**src/rtl/axis_pkt_gen_pkg.sv**
```systemverilog
// Shared types, widths and helper functions for the AXI4-Stream packet generator.
package axis_pkt_pkg;

  localparam int DAT_BYTES = 32;
  localparam int DAT_W     = 256;

  typedef enum logic [1:0] {
    IDLE,
    SEND,
    GAP
  } state_t;

  // Byte enables of the final beat: a remainder of zero means a full beat.
  function automatic logic [31:0] last_strb(input logic [4:0] rem);
    if (rem == 5'd0) return 32'hFFFF_FFFF;
    return (32'd1 << rem) - 32'd1;
  endfunction

  // Beats needed for a packet of len bytes (ceil(len/32)); at most 2048.
  function automatic logic [11:0] beats(input logic [15:0] len);
    return {1'b0, len[15:5]} + {11'd0, (len[4:0] != 5'd0)};
  endfunction

endpackage

```
**src/rtl/axis_pkt_gen_if.sv**
```systemverilog
// Egress stream bundle: 256-bit data stream plus LEN/SPT/DPT/ERR sideband.
interface axis_pkt_gen_if;
  import axis_pkt_pkg::*;

  logic [DAT_W-1:0]     DAT_TDATA;
  logic                 DAT_TVALID;
  logic [DAT_BYTES-1:0] DAT_TSTRB;
  logic                 DAT_TLAST;
  logic                 DAT_TREADY;
  logic [15:0]          LEN_TDATA;
  logic [7:0]           SPT_TDATA;
  logic [7:0]           DPT_TDATA;
  logic                 ERR_TDATA;

  modport master (
    output DAT_TDATA, DAT_TVALID, DAT_TSTRB, DAT_TLAST,
    output LEN_TDATA, SPT_TDATA, DPT_TDATA, ERR_TDATA,
    input  DAT_TREADY
  );

  modport slave (
    input  DAT_TDATA, DAT_TVALID, DAT_TSTRB, DAT_TLAST,
    input  LEN_TDATA, SPT_TDATA, DPT_TDATA, ERR_TDATA,
    output DAT_TREADY
  );

endinterface

```
**src/rtl/axis_pkt_gen.sv**
```systemverilog
// Command-driven packet source: one accepted command emits one packet of
// incrementing 32-bit words, followed by an optional inter-frame gap.
module axis_pkt_gen
  import axis_pkt_pkg::*;
#(
  parameter int unsigned IFG = 2
) (
  input  logic                  ACLK,
  input  logic                  ARESET,
  input  logic                  ENABLE,
  input  logic                  CMD_VALID,
  output logic                  CMD_READY,
  input  logic [15:0]           CMD_LEN,
  input  logic [7:0]            CMD_SPT,
  input  logic [7:0]            CMD_DPT,
  input  logic                  CMD_ERR,
  input  logic [31:0]           CMD_SEED,
  axis_pkt_gen_if.master        M_AXIS,
  output logic                  BUSY,
  output logic [31:0]           PKT_COUNT
);

  localparam logic [7:0] IFG_CNT = 8'(IFG);

  state_t               state, state_nxt;
  logic [15:0]          len_q;
  logic [7:0]           spt_q, dpt_q;
  logic                 err_q;
  logic [31:0]          seed_q;
  logic [11:0]          beat_q, last_beat_q;
  logic [7:0]           gap_q;
  logic [31:0]          pkt_count_q;

  logic                 cmd_ready;
  logic                 tvalid;
  logic                 tlast;
  logic [DAT_BYTES-1:0] tstrb;
  logic                 is_last;
  logic                 accept;
  logic                 start;
  logic                 handshake;
  logic [31:0]          base_word;
  logic [DAT_W-1:0]     pattern;
  logic [DAT_W-1:0]     tdata;

  assign is_last   = (beat_q == last_beat_q);
  assign accept    = CMD_VALID & cmd_ready;
  assign start     = accept & (CMD_LEN != 16'd0);
  assign handshake = tvalid & M_AXIS.DAT_TREADY;

  // Next-state and handshake outputs, all derived from registered state.
  always_comb begin
    // NOTE: every variable gets a default before the case so no path leaves
    // it unassigned, which would infer a latch.
    state_nxt = state;
    cmd_ready = 1'b0;
    tvalid    = 1'b0;
    tlast     = 1'b0;
    tstrb     = '0;
    unique case (state)
      IDLE: begin
        // Held low while reset is asserted so the reset value reads as zero.
        cmd_ready = ENABLE & ~ARESET;
        if (CMD_VALID && cmd_ready && CMD_LEN != 16'd0) state_nxt = SEND;
      end
      SEND: begin
        tvalid = 1'b1;
        tlast  = is_last;
        tstrb  = is_last ? last_strb(len_q[4:0]) : '1;
        if (M_AXIS.DAT_TREADY && is_last) state_nxt = (IFG_CNT != 8'd0) ? GAP : IDLE;
      end
      GAP: begin
        if (gap_q <= 8'd1) state_nxt = IDLE;
      end
      default: state_nxt = IDLE;
    endcase
  end

  // State register.
  always_ff @(posedge ACLK) begin
    // NOTE: non-blocking assignments make every register update from the
    // values sampled at the same edge, independent of statement order.
    if (ARESET) state <= IDLE;
    else        state <= state_nxt;
  end

  // Command latch, beat/gap counters and completed-packet counter.
  always_ff @(posedge ACLK) begin
    if (ARESET) begin
      len_q       <= '0;
      spt_q       <= '0;
      dpt_q       <= '0;
      err_q       <= 1'b0;
      seed_q      <= '0;
      beat_q      <= '0;
      last_beat_q <= '0;
      gap_q       <= '0;
      pkt_count_q <= '0;
    end else begin
      if (start) begin
        len_q       <= CMD_LEN;
        spt_q       <= CMD_SPT;
        dpt_q       <= CMD_DPT;
        err_q       <= CMD_ERR;
        seed_q      <= CMD_SEED;
        beat_q      <= '0;
        last_beat_q <= beats(CMD_LEN) - 12'd1;
      end
      if (handshake) begin
        beat_q <= beat_q + 12'd1;
        if (is_last) begin
          pkt_count_q <= pkt_count_q + 32'd1;
          gap_q       <= IFG_CNT;
        end
      end
      if (state == GAP) gap_q <= gap_q - 8'd1;
    end
  end

  // First word of the current beat: SEED + 8*beat.
  assign base_word = seed_q + {17'd0, beat_q, 3'd0};

  // Word k of the beat is base_word + k; bytes outside TSTRB read as zero,
  // which also zeroes TDATA whenever TVALID is low.
  for (genvar k = 0; k < DAT_W / 32; k++) begin : g_word
    assign pattern[32*k +: 32] = base_word + 32'(k);
  end

  for (genvar i = 0; i < DAT_BYTES; i++) begin : g_byte
    assign tdata[8*i +: 8] = tstrb[i] ? pattern[8*i +: 8] : 8'd0;
  end

  assign CMD_READY         = cmd_ready;
  assign M_AXIS.DAT_TDATA  = tdata;
  assign M_AXIS.DAT_TVALID = tvalid;
  assign M_AXIS.DAT_TSTRB  = tstrb;
  assign M_AXIS.DAT_TLAST  = tlast;
  assign M_AXIS.LEN_TDATA  = len_q;
  assign M_AXIS.SPT_TDATA  = spt_q;
  assign M_AXIS.DPT_TDATA  = dpt_q;
  assign M_AXIS.ERR_TDATA  = err_q;
  assign BUSY              = (state != IDLE);
  assign PKT_COUNT         = pkt_count_q;

endmodule

```
**src/flat_wrapper.sv**
```systemverilog
// flat-port wrapper written by rule: the top's interface ports become plain ports
module axis_pkt_gen_flat import axis_pkt_pkg::*;
#(
  parameter int unsigned IFG = 2
)
  (ACLK, ARESET, ENABLE, CMD_VALID, CMD_READY, CMD_LEN, CMD_SPT, CMD_DPT, CMD_ERR, CMD_SEED, BUSY, PKT_COUNT, M_AXIS_DAT_TDATA, M_AXIS_DAT_TVALID, M_AXIS_DAT_TSTRB, M_AXIS_DAT_TLAST, M_AXIS_LEN_TDATA, M_AXIS_SPT_TDATA, M_AXIS_DPT_TDATA, M_AXIS_ERR_TDATA, M_AXIS_DAT_TREADY);
  axis_pkt_gen_if M_AXIS_i ();
  input  logic ACLK;
  input  logic ARESET;
  input  logic ENABLE;
  input  logic CMD_VALID;
  output logic CMD_READY;
  input  logic [15:0] CMD_LEN;
  input  logic [7:0] CMD_SPT;
  input  logic [7:0] CMD_DPT;
  input  logic CMD_ERR;
  input  logic [31:0] CMD_SEED;
  output logic BUSY;
  output logic [31:0] PKT_COUNT;
  output wire logic [$bits(M_AXIS_i.DAT_TDATA)-1:0] M_AXIS_DAT_TDATA;
  output wire logic [$bits(M_AXIS_i.DAT_TVALID)-1:0] M_AXIS_DAT_TVALID;
  output wire logic [$bits(M_AXIS_i.DAT_TSTRB)-1:0] M_AXIS_DAT_TSTRB;
  output wire logic [$bits(M_AXIS_i.DAT_TLAST)-1:0] M_AXIS_DAT_TLAST;
  output wire logic [$bits(M_AXIS_i.LEN_TDATA)-1:0] M_AXIS_LEN_TDATA;
  output wire logic [$bits(M_AXIS_i.SPT_TDATA)-1:0] M_AXIS_SPT_TDATA;
  output wire logic [$bits(M_AXIS_i.DPT_TDATA)-1:0] M_AXIS_DPT_TDATA;
  output wire logic [$bits(M_AXIS_i.ERR_TDATA)-1:0] M_AXIS_ERR_TDATA;
  input wire logic [$bits(M_AXIS_i.DAT_TREADY)-1:0] M_AXIS_DAT_TREADY;
  assign M_AXIS_DAT_TDATA = M_AXIS_i.DAT_TDATA;
  assign M_AXIS_DAT_TVALID = M_AXIS_i.DAT_TVALID;
  assign M_AXIS_DAT_TSTRB = M_AXIS_i.DAT_TSTRB;
  assign M_AXIS_DAT_TLAST = M_AXIS_i.DAT_TLAST;
  assign M_AXIS_LEN_TDATA = M_AXIS_i.LEN_TDATA;
  assign M_AXIS_SPT_TDATA = M_AXIS_i.SPT_TDATA;
  assign M_AXIS_DPT_TDATA = M_AXIS_i.DPT_TDATA;
  assign M_AXIS_ERR_TDATA = M_AXIS_i.ERR_TDATA;
  assign M_AXIS_i.DAT_TREADY = M_AXIS_DAT_TREADY;
  axis_pkt_gen #(.IFG(IFG)) u_core (.ACLK(ACLK), .ARESET(ARESET), .ENABLE(ENABLE), .CMD_VALID(CMD_VALID), .CMD_READY(CMD_READY), .CMD_LEN(CMD_LEN), .CMD_SPT(CMD_SPT), .CMD_DPT(CMD_DPT), .CMD_ERR(CMD_ERR), .CMD_SEED(CMD_SEED), .M_AXIS(M_AXIS_i), .BUSY(BUSY), .PKT_COUNT(PKT_COUNT));
endmodule
```
**config.mk**
```make
export PLATFORM = sky130hd
export DESIGN_NAME = axis_pkt_gen_flat
export DESIGN_NICKNAME = d
export VERILOG_FILES = /design/src/rtl/axis_pkt_gen_pkg.sv /design/src/rtl/axis_pkt_gen_if.sv /design/src/rtl/axis_pkt_gen.sv /design/src/flat_wrapper.sv
export SDC_FILE = /design/constraint.sdc
export NUM_CORES = 1
export LEC_CHECK = 0
export ABC_AREA = 1
export BUFFER_PORTS_ARGS = -buffer_cell sky130_fd_sc_hd__buf_4
export CAP_MARGIN = 20
export CORE_AREA = 2 2 165 167
export DETAILED_ROUTE_END_ITERATION = 8
export DIE_AREA = 0 0 167 169
export PLACE_DENSITY = 0.83
export SYNTH_ARGS = -nofsm -noshare
export SYNTH_HDL_FRONTEND = slang
export SYNTH_SLANG_ARGS = --single-unit
```
**constraint.sdc**
```tcl
create_clock -name ACLK -period 7.2 [get_ports ACLK]
set_input_delay 0.36 -clock ACLK [delete_from_list [all_inputs] [get_ports ACLK]]
set_output_delay 0.36 -clock ACLK [all_outputs]
set_load 0.01 [all_outputs]
```
Word-level counts from Yosys, hierarchy flattened
Cells that the tools add are included.
- flip-flop bits (word level): 131
- latch bits: 0
- memory bits (writable): 0
- ROM bits: 0
- input bits: 70
- output and inout port bits: 357
- logic and storage cells: 101
- memories kept: 0
- add/subtract/negate cells: 14
- $mul: 0
- divide/modulo/power cells: 0
- $lt $le $gt $ge: 1
- eq/ne operators: 6
- shifts and indexed selects: 1
- multiplexer cells: 50
- bitwise operators: 5
- reduce and logical (&&, ||, !) cells: 14
- operator list (kind ; count):
    $mux W8 ; 35
    $add A32 B3 Y32 const B ; 4
    $mux W32 ; 4
    $add A32 B1 Y32 const B ; 2
    $add A32 B2 Y32 const B ; 2
    $add A32 B15 Y32 ; 1
    $shl A1 B5 Y32 const A ; 1
    $sub A32 B1 Y32 const B ; 1
    $mux W12 ; 2
    $reduce_bool A16 Y1 ; 1
    $add A11 B1 Y12 ; 1
    $add A12 B1 Y12 const B ; 1
    $eq A12 B12 Y1 ; 1
    $sub A12 B1 Y12 const B ; 1
    $le A8 B1 Y1 const B ; 1
    $reduce_bool A2 Y1 ; 4
    $sub A8 B1 Y8 const B ; 1
    $mux W2 ; 3
    $ne A2 B1 Y1 const B ; 3
    $pmux W2 S3 ; 1
    $logic_not A5 Y1 ; 1
    $mux W1 ; 5
    $reduce_bool A5 Y1 ; 1
    $and A1 B1 Y1 ; 4
    other kinds (7) ; 10

Longest topological paths before layout
- word-level depth: 7
- depth in mapped cells: 21

Worst setup path before layout
Ideal clock, no wire load.
- kind: flip-flop to output port
- from: register u_core.beat_q[0]
- to: output port M_AXIS_DAT_TDATA[110]
- arrival time: 2775 ps
- required time: 6840 ps
- setup slack: 4065 ps
- stages on the path, launching flop included: 15
- path buffers: 0
- cells stage by stage: dfxtp_1 -> ha_1 -> inv_1 -> fa_1 -> xnor2_4 -> inv_2 -> nor2_1 -> inv_2 -> nor2_4 -> nand2_2 -> nor2_2 -> inv_1 -> nor2_1 -> nand2_1 -> a21oi_1
- cells in the longest elaborated chain, start to end: 4
- elaborated cells on any way between the ends: 6
- classes of those cells: add/sub (2); eq/ne (1); mux (3)
- RTL lines (what ; line ; source):
    from (decl) ; axis_pkt_gen.sv:30 ; logic [11:0] beat_q, last_beat_q;
    from (signal assigned) ; axis_pkt_gen.sv:110 ; beat_q <= beat_q + 12'd1;
    parallel branches: the longest is 3 deep, another holds $add A32 B15 Y32 ; - ;
    $mux W8 * ; axis_pkt_gen.sv:130 ; assign tdata[8*i +: 8] = tstrb[i] ? pattern[8*i +: 8] : 8'd0;
    to (decl) ; flat_wrapper.sv:20 ; output wire logic [$bits(M_AXIS_i.DAT_TDATA)-1:0] M_AXIS_DAT_TDATA;
Mark *: on every way between the ends.

Worst setup path in the final report
- from: register u_core.beat_q[0]
- to: output port M_AXIS_DAT_TDATA[221]
- cells in the longest elaborated chain, start to end: 4
- elaborated cells on any way between the ends: 6
- classes of those cells: add/sub (2); eq/ne (1); mux (3)
- RTL lines (what ; line):
    parallel branches: the longest is 3 deep, another holds $add A32 B15 Y32 ; -
    $mux W8 * ; axis_pkt_gen.sv:130
Marks and branches as above.

==> impl_metrics.yaml <==
run_status:
  outcome: "finished, final reports clean"
yosys:
  ys_types: 53
  avgSynthCellArea_um2: 5.69
  ys_async_sr_fraction_pct: 0
  syn-num-nets: 2598
  synth_top_area_share_pct: 18.4
  synthCells: 2499
  syn-cell-area_um2: 14200
  yosys_warnings: 0
  synth_top_area_cell: "dfxtp_1"
  ys_ff_latch: 131
  yosysSeqAreaShare_pct: 18.4
  synthFlopType: "dfxtp_1"
  synth_edf_count: 0
  synthTopCellsByArea: "dfxtp_1 18%, nand2_1 15%, nor2_1 11%"
sta:
  hold_viol: 0
  min_period_ns: 4.87
  max_slew_margin_pct: 27.3
  setup_violations: 0
  tightest_slew_ns: 1.08
  fin_skew_ns: 0.0169
  fmax_mhz: 206
  setup_tns_ns: 0
  period_share_pct: 67.6
  grt_setup_unrepaired: "false"
  setup_slack_ns: 2.33
  maxSlewViolCount: 0
floorplan:
  row_count: 60
  die_h_um: 169
  design.die.area_um2: 28200
  ios: 427
  initial_core_util_pct: 53.7
  coreArea_um2: 26500
  die_w_um: 167
cells_and_area:
  drive_above_1_share_pct: 23.0
  nets: 2982
  fillers: 2302
  area_growth_pct: 27.8
worst_setup_path:
  reg2reg_slack_ns: 3.09
  end_kind: "primary output"
  regToRegEndpoint: "u_core.PKT_COUNT[15]$_SDFFE_PP0P_"
  worstPathRequired_ns: 6.84
  rr_startpoint: "u_core.state[0]$_SDFFE_PP0P_"
  crit_fanout: 12
  arrival_ns: 4.51
  crit_type: "flip-flop to primary output"
  start_kind: "flip-flop"
  cp-startpoint: "u_core.beat_q[0]$_SDFFE_PP0P_"
  reg2reg_depth: 13
power:
  seqPwrFrac_pct: 35.5
  p_clk_share_pct: 39.8
  power_frac_comb_pct: 24.7
  switching_power_w: 0.000785
  power_density_nw_per_um2: 121
  ir_drop_mv: 0.210
  p_sw_share_pct: 35.8
  p_leak_nw: 8.05
  cell_internal_pwr_w: 0.00141
placed_design:
  pre_cts_ws_ns: 3.03
  dpl.hpwl_um: 50800
  portBuffers: 426
  place.gp.congestion: 1.04
clock_tree:
  htree_levels: 4
  post_cts_buffers: 0
  cts_hold_buf: 0
  numCtsBuffers: 17
  clock-root-buffer: "clkbuf_16"
  cts.repair.resized: 0
  cts_tree: "done"
  cts_sinks: 131
  clkTransAtPathRegs_ns: 0.07
  insertion_delay_ns: 0.44
  clk_path_buf_depth: 2
min_path:
  min_from: "CMD_SPT[3]"
  hold_path_depth: 3
  hp-class: "input port to flip-flop"
  min_to: "u_core.M_AXIS.SPT_TDATA[3]$_SDFFE_PP0P_"
detailed_routing:
  drt_wl_total_um: 67400
  drtPass1Iterations: 7
  num_vias: 19600
  ant_nets: 0
  post_drt_wl_per_cell_um: 20.8
  vias_per_cell: 6.05
  drt_iter0_markers: 2479
  route.detailed.drc: 0
global_routing:
  antenna_found_initial: 1
  grt_max_degree: 90
  grt_pass1_vias: 18200
  track_usage_pct: 45.4
  overflow: 0
  grt_pass1_wl_um: 101000
run:
  max_cap_violations: 0
## per-layer routing
metal | part of all wire (%) | GRT usage (%)
met5 | 0 | 0
met3 | 12 | 8.65
met2 | 45 | 75.1
met4 | 7.9 | 31.9
met1 | 35 | 53.1
## logic make-up (layout without fill, tap and decap cells)
group | count (synthesis) | in the layout | share of synthesized area [%]
AND/OR/NAND/NOR | 1502 | 1502 | 49.1
buffers and inverters | 376 | 773 | 10.5
AO/OA/AOI/OAI | 371 | 371 | 13.6
flip-flops | 131 | 131 | 18.4
XOR/XNOR | 90 | 90 | 5.80
adder cells (fa/ha/maj) | 29 | 29 | 2.60
other | 0 | 2 | 0
## synthesized netlist by cell type (4+ instances only)
cell type,instances
buf_2,11
buf_6,5
nand3b_1,6
nor4_1,6
xnor2_1,20
nor2_4,35
nand4_1,59
nand2_1,574
dfxtp_1,131
nor3_2,4
o21ai_0,135
a211oi_1,7
a21oi_1,198
inv_2,27
nor3b_1,10
ha_1,28
nand2_2,49
nor2_1,436
or2_2,8
nor2_2,32
clkbuf_1,51
xor2_1,68
nand2_4,16
nand3_2,12
o21a_1,4
inv_1,272
o21ai_1,7
nand3_1,190
nor3_1,54
a31oi_1,7
## worst max path at each step
| stage | endpoint | slack [ns] | cells after the start |
|---|---|---|---|
| 2_1_floorplan | M_AXIS_DAT_TDATA[110] | 4.06 | 14 |
| 3_3_place_gp | M_AXIS_DAT_TDATA[221] | 3.18 | 17 |
| 3_5_place_dp | M_AXIS_DAT_TDATA[221] | 3.03 | 17 |
| 4_1_cts | M_AXIS_DAT_TDATA[221] | 2.54 | 17 |
| 5_1_grt | M_AXIS_DAT_TDATA[221] | 2.16 | 17 |
| 6_report | M_AXIS_DAT_TDATA[221] | 2.33 | 17 |
## through the flow
| stage | power (W) | utilization (%) | area (µm²) | hold WS, ns | instances |
|---|---|---|---|---|---|
| after floorplan | 0.00109 | - | 14200 | 0.451 | 2499 |
| after global placement | 0.00130 | 66.4 | 17600 | 0.465 | 3203 |
| after global routing | 0.00225 | 68.6 | 18200 | 0.209 | 3237 |
| final | 0.00220 | 68.6 | 18200 | 0.177 | 3239 |
| after CTS | 0.00216 | 68.5 | 18200 | 0.176 | 3235 |
| after detailed placement | 0.00131 | 66.4 | 17600 | 0.473 | 3203 |
## cells in the final DEF, fill, tap and decap left out, types with 3 or more instances in the layout
cell,instances
a211oi_1,7
a21oi_1,198
a31oi_1,7
buf_4,437
clkbuf_16,17
clkinv_4,5
dfxtp_1,131
ha_1,28
inv_1,272
inv_2,28
inv_4,3
inv_6,4
nand2_1,574
nand2_2,49
nand2_4,16
nand3_1,189
nand3_2,13
nand3_4,3
nand3b_1,6
nand4_1,59
nor2_1,436
nor2_2,32
nor2_4,35
nor2_8,3
nor3_1,54
nor3_2,4
nor3b_1,10
nor4_1,6
o21a_1,4
o21ai_0,135
o21ai_1,7
o21bai_1,3
or2_2,8
xnor2_1,20
xor2_1,68
## sequential cells by signal, indices dropped and copies added (netlist names), 8 cells and up
name,flops
u_core.M_AXIS.SPT_TDATA,8
u_core.M_AXIS.DPT_TDATA,8
u_core.last_beat_q,12
u_core.seed_q,32
u_core.PKT_COUNT,32
u_core.M_AXIS.LEN_TDATA,16
u_core.beat_q,12
u_core.gap_q,8
## power by group through the flow
stage / sequential, W / combinational [W] / clock (W)
6_report: 0.000780 / 0.000542 / 0.000874
5_1_grt: 0.000782 / 0.000572 / 0.000899
4_1_cts: 0.000778 / 0.000520 / 0.000865
3_5_place_dp: 0.000793 / 0.000513 / 0
3_3_place_gp: 0.000791 / 0.000505 / 0
2_1_floorplan: 0.000786 / 0.000300 / 0
## worst max-delay path: stages (launching register included)
cell     delay (ns)
dfxtp_1        0.48
ha_1           0.24
inv_1          0.06
fa_1           0.47
inv_1          0.18
nand3_1        0.12
nand3_2        0.15
nand2_1        0.11
nand2_1        0.09
nand2_1        0.05
nand2_1        0.33
nand2_1        0.20
nor2_1         0.60
nand2_1        0.32
o21ai_1        0.20
nand2_1        0.08
nor2_1         0.20
buf_4          0.17
## area by class of cell
cell class	count	area [µm²]	area share, %
Antenna cell	2	5.00	0.0275
Clock buffer	18	429	2.36
Clock inverter	14	146	0.805
Inverter	304	1150	6.32
Multi-Input combinational cell	1992	10100	55.7
Sequential cell	131	2620	14.4
Tap cell	341	427	2.35
Timing Repair Buffer	437	3280	18.0
Power figures use the tool's default switching activity.
